### src/rtl/word_serializer.sv
`timescale 1ns/1ps
`default_nettype none
// ============================================================================
// Module      : word_serializer
// Description : Splits each accepted IN_W-bit word into IN_W/OUT_W chunks of
//               OUT_W bits. The chunks are emitted MSB-first or LSB-first, and
//               the order is chosen per word. Flow control is valid/ready on
//               both sides. A new word can load on the last beat of the
//               previous word without an idle cycle.
// Config      : WORD_SER_BSWAP_EN adds s_bswap. When s_bswap is high at
//               accept, the word is byte-reversed before chunking.
// Revision    : 1.0 - initial release
// ============================================================================
module word_serializer #(
  parameter int IN_W  = 32,
  parameter int OUT_W = 8
) (
  input  logic             clk,
  input  logic             rst_n,
  input  logic             s_valid,
  output logic             s_ready,
  input  logic [IN_W-1:0]  s_data,
  input  logic             s_msb_first,
`ifdef WORD_SER_BSWAP_EN
  input  logic             s_bswap,
`endif
  output logic             m_valid,
  input  logic             m_ready,
  output logic [OUT_W-1:0] m_data,
  output logic             m_first,
  output logic             m_last
);

  localparam int N     = IN_W / OUT_W;
  localparam int IDX_W = (N > 1) ? $clog2(N) : 1;
  localparam logic [IDX_W-1:0] LAST_IDX = IDX_W'(N - 1);

  localparam logic [0:0] ST_IDLE = 1'b0;
  localparam logic [0:0] ST_BUSY = 1'b1;

  // A word must split into a whole number of chunks.
  if ((IN_W % OUT_W) != 0 || N < 1) begin : g_bad_width
    $error("word_serializer: IN_W must be a non-zero multiple of OUT_W");
  end

`ifdef WORD_SER_BSWAP_EN
  if ((IN_W % 8) != 0) begin : g_bad_bswap_width
    $error("word_serializer: IN_W must be a multiple of 8 when byte swap is enabled");
  end
`endif

  logic [0:0]       state_q, state_d;
  logic [IN_W-1:0]  word_q, word_d;
  logic             order_q, order_d;
  logic [IDX_W-1:0] idx_q, idx_d;
  logic [IN_W-1:0]  word_in;
  logic [OUT_W-1:0] chunk;
  logic             in_acc;
  logic             out_acc;
  logic             is_last;

  assign in_acc  = s_valid & s_ready;
  assign out_acc = m_valid & m_ready;
  assign is_last = (idx_q == LAST_IDX);

  // Word as it will be captured: optionally byte-reversed
  always_comb begin
    word_in = s_data;
`ifdef WORD_SER_BSWAP_EN
    if (s_bswap) begin
      for (int i = 0; i < IN_W / 8; i++) begin
        word_in[i*8 +: 8] = s_data[IN_W-8-i*8 +: 8];
      end
    end
`endif
  end

  // State register
  always_ff @(posedge clk or negedge rst_n) begin
    if (!rst_n) begin
      state_q <= ST_IDLE;
    end else begin
      state_q <= state_d;
    end
  end

  // Next-state logic: leave BUSY only when the last beat goes and no word replaces it
  always_comb begin
    state_d = state_q;
    case (state_q)
      ST_IDLE: if (in_acc) state_d = ST_BUSY;
      ST_BUSY: if (out_acc && is_last && !in_acc) state_d = ST_IDLE;
      default: state_d = ST_IDLE;
    endcase
  end

  // Output logic: s_ready also opens on the final handshake, so words run back-to-back
  always_comb begin
    m_valid = (state_q == ST_BUSY);
    m_first = m_valid & (idx_q == '0);
    m_last  = m_valid & is_last;
    m_data  = m_valid ? chunk : '0;
    s_ready = (state_q == ST_IDLE) | (m_valid & m_ready & m_last);
  end

  // Held-word registers: capture on accept, step the chunk index on each output beat
  always_ff @(posedge clk or negedge rst_n) begin
    if (!rst_n) begin
      word_q  <= '0;
      order_q <= 1'b0;
      idx_q   <= '0;
    end else begin
      word_q  <= word_d;
      order_q <= order_d;
      idx_q   <= idx_d;
    end
  end

  // Next values for the held word, order flag and chunk index
  always_comb begin
    word_d  = word_q;
    order_d = order_q;
    idx_d   = idx_q;
    if (in_acc) begin
      word_d  = word_in;
      order_d = s_msb_first;
      idx_d   = '0;
    end else if (out_acc && !is_last) begin
      idx_d = idx_q + 1'b1;
    end
  end

  // Chunk select: constant slices per index keep the mux free of variable shifts
  always_comb begin
    chunk = '0;
    for (int k = 0; k < N; k++) begin
      if (idx_q == IDX_W'(k)) begin
        chunk = order_q ? word_q[IN_W-1-k*OUT_W -: OUT_W] : word_q[k*OUT_W +: OUT_W];
      end
    end
  end

endmodule
`default_nettype wire

### config.mk
export PLATFORM = sky130hd
export DESIGN_NAME = word_serializer
export DESIGN_NICKNAME = d
export VERILOG_FILES = /design/src/rtl/word_serializer.sv
export SDC_FILE = /design/constraint.sdc
export NUM_CORES = 1
export LEC_CHECK = 0
export CAP_MARGIN = 20
export CORE_UTILIZATION = 46
export DETAILED_ROUTE_END_ITERATION = 10
export MAX_ROUTING_LAYER = met4
export PLACE_DENSITY = 0.77
export SLEW_MARGIN = 0
export SYNTH_ARGS = -nofsm -noshare
export SYNTH_HDL_FRONTEND = slang
export SYNTH_SLANG_ARGS = --single-unit
export TNS_END_PERCENT = 30
### constraint.sdc
create_clock -name clk -period 2.05 [get_ports clk]
set_input_delay 0.615 -clock clk [delete_from_list [all_inputs] [get_ports clk]]
set_output_delay 0.615 -clock clk [all_outputs]
set_load 0.05 [all_outputs]
==> run summary <==
Power Total - 0.00637 W
Top cells by count, synth - dfrtp_1, mux2_4, a21oi_1, mux2i_1, nand3b_1
Clock sinks - 36
Setup violations, final - 10
DR top layer - met4
TritonCTS clock tree - built
Final period util - 1.24
Switch share - 0.418
Min cycle time layout - 2.55 ns
Peak VDD IR - 1.82 mV
Worst-skew pair later-pin latency - 0.29 ns
ANT nets after route - 0
Post-Route Skew - 0.00377 ns
Peak Freq - 393 MHz
Cell Rows - 25
Die Span Y - 71.9 um
Routed met3 length - 146 um
Routed WL - 4960 um
Status - finished, violations left
Final Max Slew Viols - 0
# port buffers - 48
Max Root-Sink Buffers - 2
Startpoint types - flop
RePlAce Congestion - 0.778
EDFF count, synth - 0
Reg power frac - 0.221
Worst reg2reg path endpoint - word_q[28]
Placeable Area - 0.00472 sq mm
Cell with the most instances after synthesis - dfrtp_1
Tot GR Track Use - 0.208
WP data required - 1.43 ns
Vias - 1623
Postcts setup bufs - 0
Vias in the first global route - 1647
Area growth, synth to finish - 45.3%
Top cell type's share of synthesized area - 0.401
Share of post-route cells with drive strength above 1 - 0.448
Yosys top cell by area - dfrtp_1
Netlist Area Pre-Place - 0.00225 sq mm
Switching power - 0.00266 W
DRC violations left - 0
CTS root buffer - clkbuf_8
Final Hold Viols - 0
Fin util - 0.691
First DRT Iteration DRCs - 72
Path type of the worst setup path - flop to output pin
Post-Syn Area per Cell - 12.3 sq um
Rel. slew slack - 0.722
PD cells - 1950 mW/mm^2
Hold Buf Count CTS - 0
R2R Path Start - idx_q[0]
Synthesized net count - 223
Initial antenna violation count - 0
Slowest stage delay, CP - 0.43 ns
#FFs+latches synth - 36
Die width - 71.9 um
Register area share after synthesis - 0.401
# nets final - 281
Drt wl/cell - 16.1 um
Ant. Diodes - 0
Worst-path clk slew - 0.07 ns
Number of detailed-route iterations in the first pass - 4
I/O pins - 49
Global-route wire length before repair - 7860 um
Die area - 0.00517 sq mm
Hold WS - 0.256 ns
Clk pwr share - 0.081
Failing checks - setup timing
Metal-1 WL - 2290 um
Mapped Cells - 182
Largest cells by area after synthesis - dfrtp_1, mux2_4, mux2i_1, nand3b_1, a21oi_1
Largest net degree at the start of global routing - 22
H-tree levels - 2
Setup slack, reg-to-reg - 0.13 ns
Internal Power - 0.00371 W
Total CTS buffers - 5
Maxcap violations - 0
Unique cell type count in the Yosys netlist - 29
DR WL met2 - 2440 um
Synth warn - 0
Worst Setup SP - idx_q[0]
Critical Path AT - 1.93 ns
Worst min-delay path class - input pin to asynchronous set/reset pin
Critical path, cell by cell - inv_4 -> ha_4 -> buf_4 -> a21oi_1 -> a32oi_1 -> o31a_4 -> buf_12
Congestion Overflow GR - 0
CP endpoint - m_data[2]
CP max stage cell - dfrtp_2
Post-synth ARST share - 1.00
Initial core utilization - 0.476
Final setup margin - -0.496 ns
Combinational power share - 0.697
RSZ-0062 raised after global routing - true
Crit path capture type - output pin
DR vias/cell - 5.27
Crit Path Max Fanout - 10
Primary FF master, synth - dfrtp_1
DP HPWL - 3360 um
Worst R2R Path Depth - 7
P_leak - 1.44 nW
Actual slew at the worst max-slew pin - 0.416 ns
## power by group through the flow
stage          clock [W]  combinational [W]  sequential, W
2_1_floorplan          0            0.00279        0.00129
3_3_place_gp           0            0.00400        0.00136
3_5_place_dp           0            0.00406        0.00138
4_1_cts         0.000544            0.00433        0.00138
5_1_grt         0.000572            0.00466        0.00145
6_report        0.000519            0.00444        0.00141
## cell usage in the layout, fill, tap and decap left out
master           netlist  layout
a21bo_4                1       1
inv_2                  0       1
a32oi_1                8       3
buf_6                  3       3
ha_2                   0       1
a21oi_2                0       4
mux2_4                30      30
and2_1                 2       1
nor2_2                 0       5
nand2b_1               1       1
nand3b_1              16      16
clkbuf_8               0       6
nand2_4                1       1
buf_8                  0       1
nand2_1                8       8
inv_4                  0       1
a21o_1                 1       1
nor2_4                 0       3
dfrtp_1               36      35
a21oi_1               16      12
dfrtp_2                0       1
and2_4                 0       1
mux2_2                 3       3
a32oi_2                0       5
nor2b_1                1       1
buf_2                  7       2
mux2i_1               16      16
buf_12                 3      15
clkinv_1               1       1
or3b_4                 0       1
clkdlybuf4s50_1        0      35
clkinv_2               0       2
and3_1                 1       1
buf_4                  1      10
ha_4                   0       3
a32o_1                 1       1
o22ai_1                1       1
o31a_4                 0       8
## cell families after synthesis
logic type               count (synthesis)  synth area share
AND/OR/NAND/NOR                         39             0.103
buffers and inverters                   18            0.0674
multiplexers                            49             0.287
AO/OA/AOI/OAI                           36             0.120
flip-flops                              36             0.401
adder cells (fa/ha/maj)                  4            0.0223
## routing by layer
metal | vias to the layer above | global-route usage
met4 | 0 | 0.0915
met2 | 34 | 0.322
li1 | 781 | -
met5 | - | -
met3 | 5 | 0.0431
met1 | 803 | 0.264
## layout make-up
| cell class | count | area [sq um] |
|---|---|---|
| inverter | 3 | 13.8 |
| sequential | 36 | 902 |
| multi-input combinational | 128 | 1390 |
| clock buffer | 6 | 82.6 |
| clock inverter | 2 | 10.0 |
| tap | 67 | 83.8 |
| timing repair buffer | 66 | 785 |
| fill | 327 | 1460 |
## how the worst min path moves through the flow
stage / from / end / slack [ns]
4_1_cts: rst_n / word_q[27] / 0.26
3_3_place_gp: word_q[27] / word_q[27] / 0.52
2_1_floorplan: rst_n / idx_q[0] / 0.32
3_5_place_dp: word_q[8] / word_q[8] / 0.52
5_1_grt: rst_n / word_q[27] / 0.28
6_report: rst_n / word_q[19] / 0.26
## timing repair
action                                  4_1_cts  5_1_grt
pin swaps                                     9        4
endpoints found under the setup margin       10       10
gates cloned                                  2        0
resized for setup                            25       12
## per-stage QoR
step                      setup WS, ns  instance area [sq um]  std cells  setup TNS (ns)
after global routing            -0.592                   3270        308           -4.54
after detailed placement        -0.281                   3010        298           -2.05
after global placement          -0.223                   3010        298           -1.56
after floorplan                 -0.102                   2310        182          -0.798
after CTS                       -0.461                   3210        308           -3.87
final                           -0.496                   3270        308           -3.90
## state kept, by name (all words and copies together) (netlist names)
name	cells
order_q	1
word_q	32
idx_q	2
m_valid	1
## worst max-delay path: cells and delay by family, from the launching register on
family,cells,cell delay (ns)
buffers and inverters,3,0.40
DFF,1,0.43
AOI/OAI and AO/OA,3,0.64
adders and majority gates,1,0.18
No activity file was read; power rests on OpenSTA's default activity.
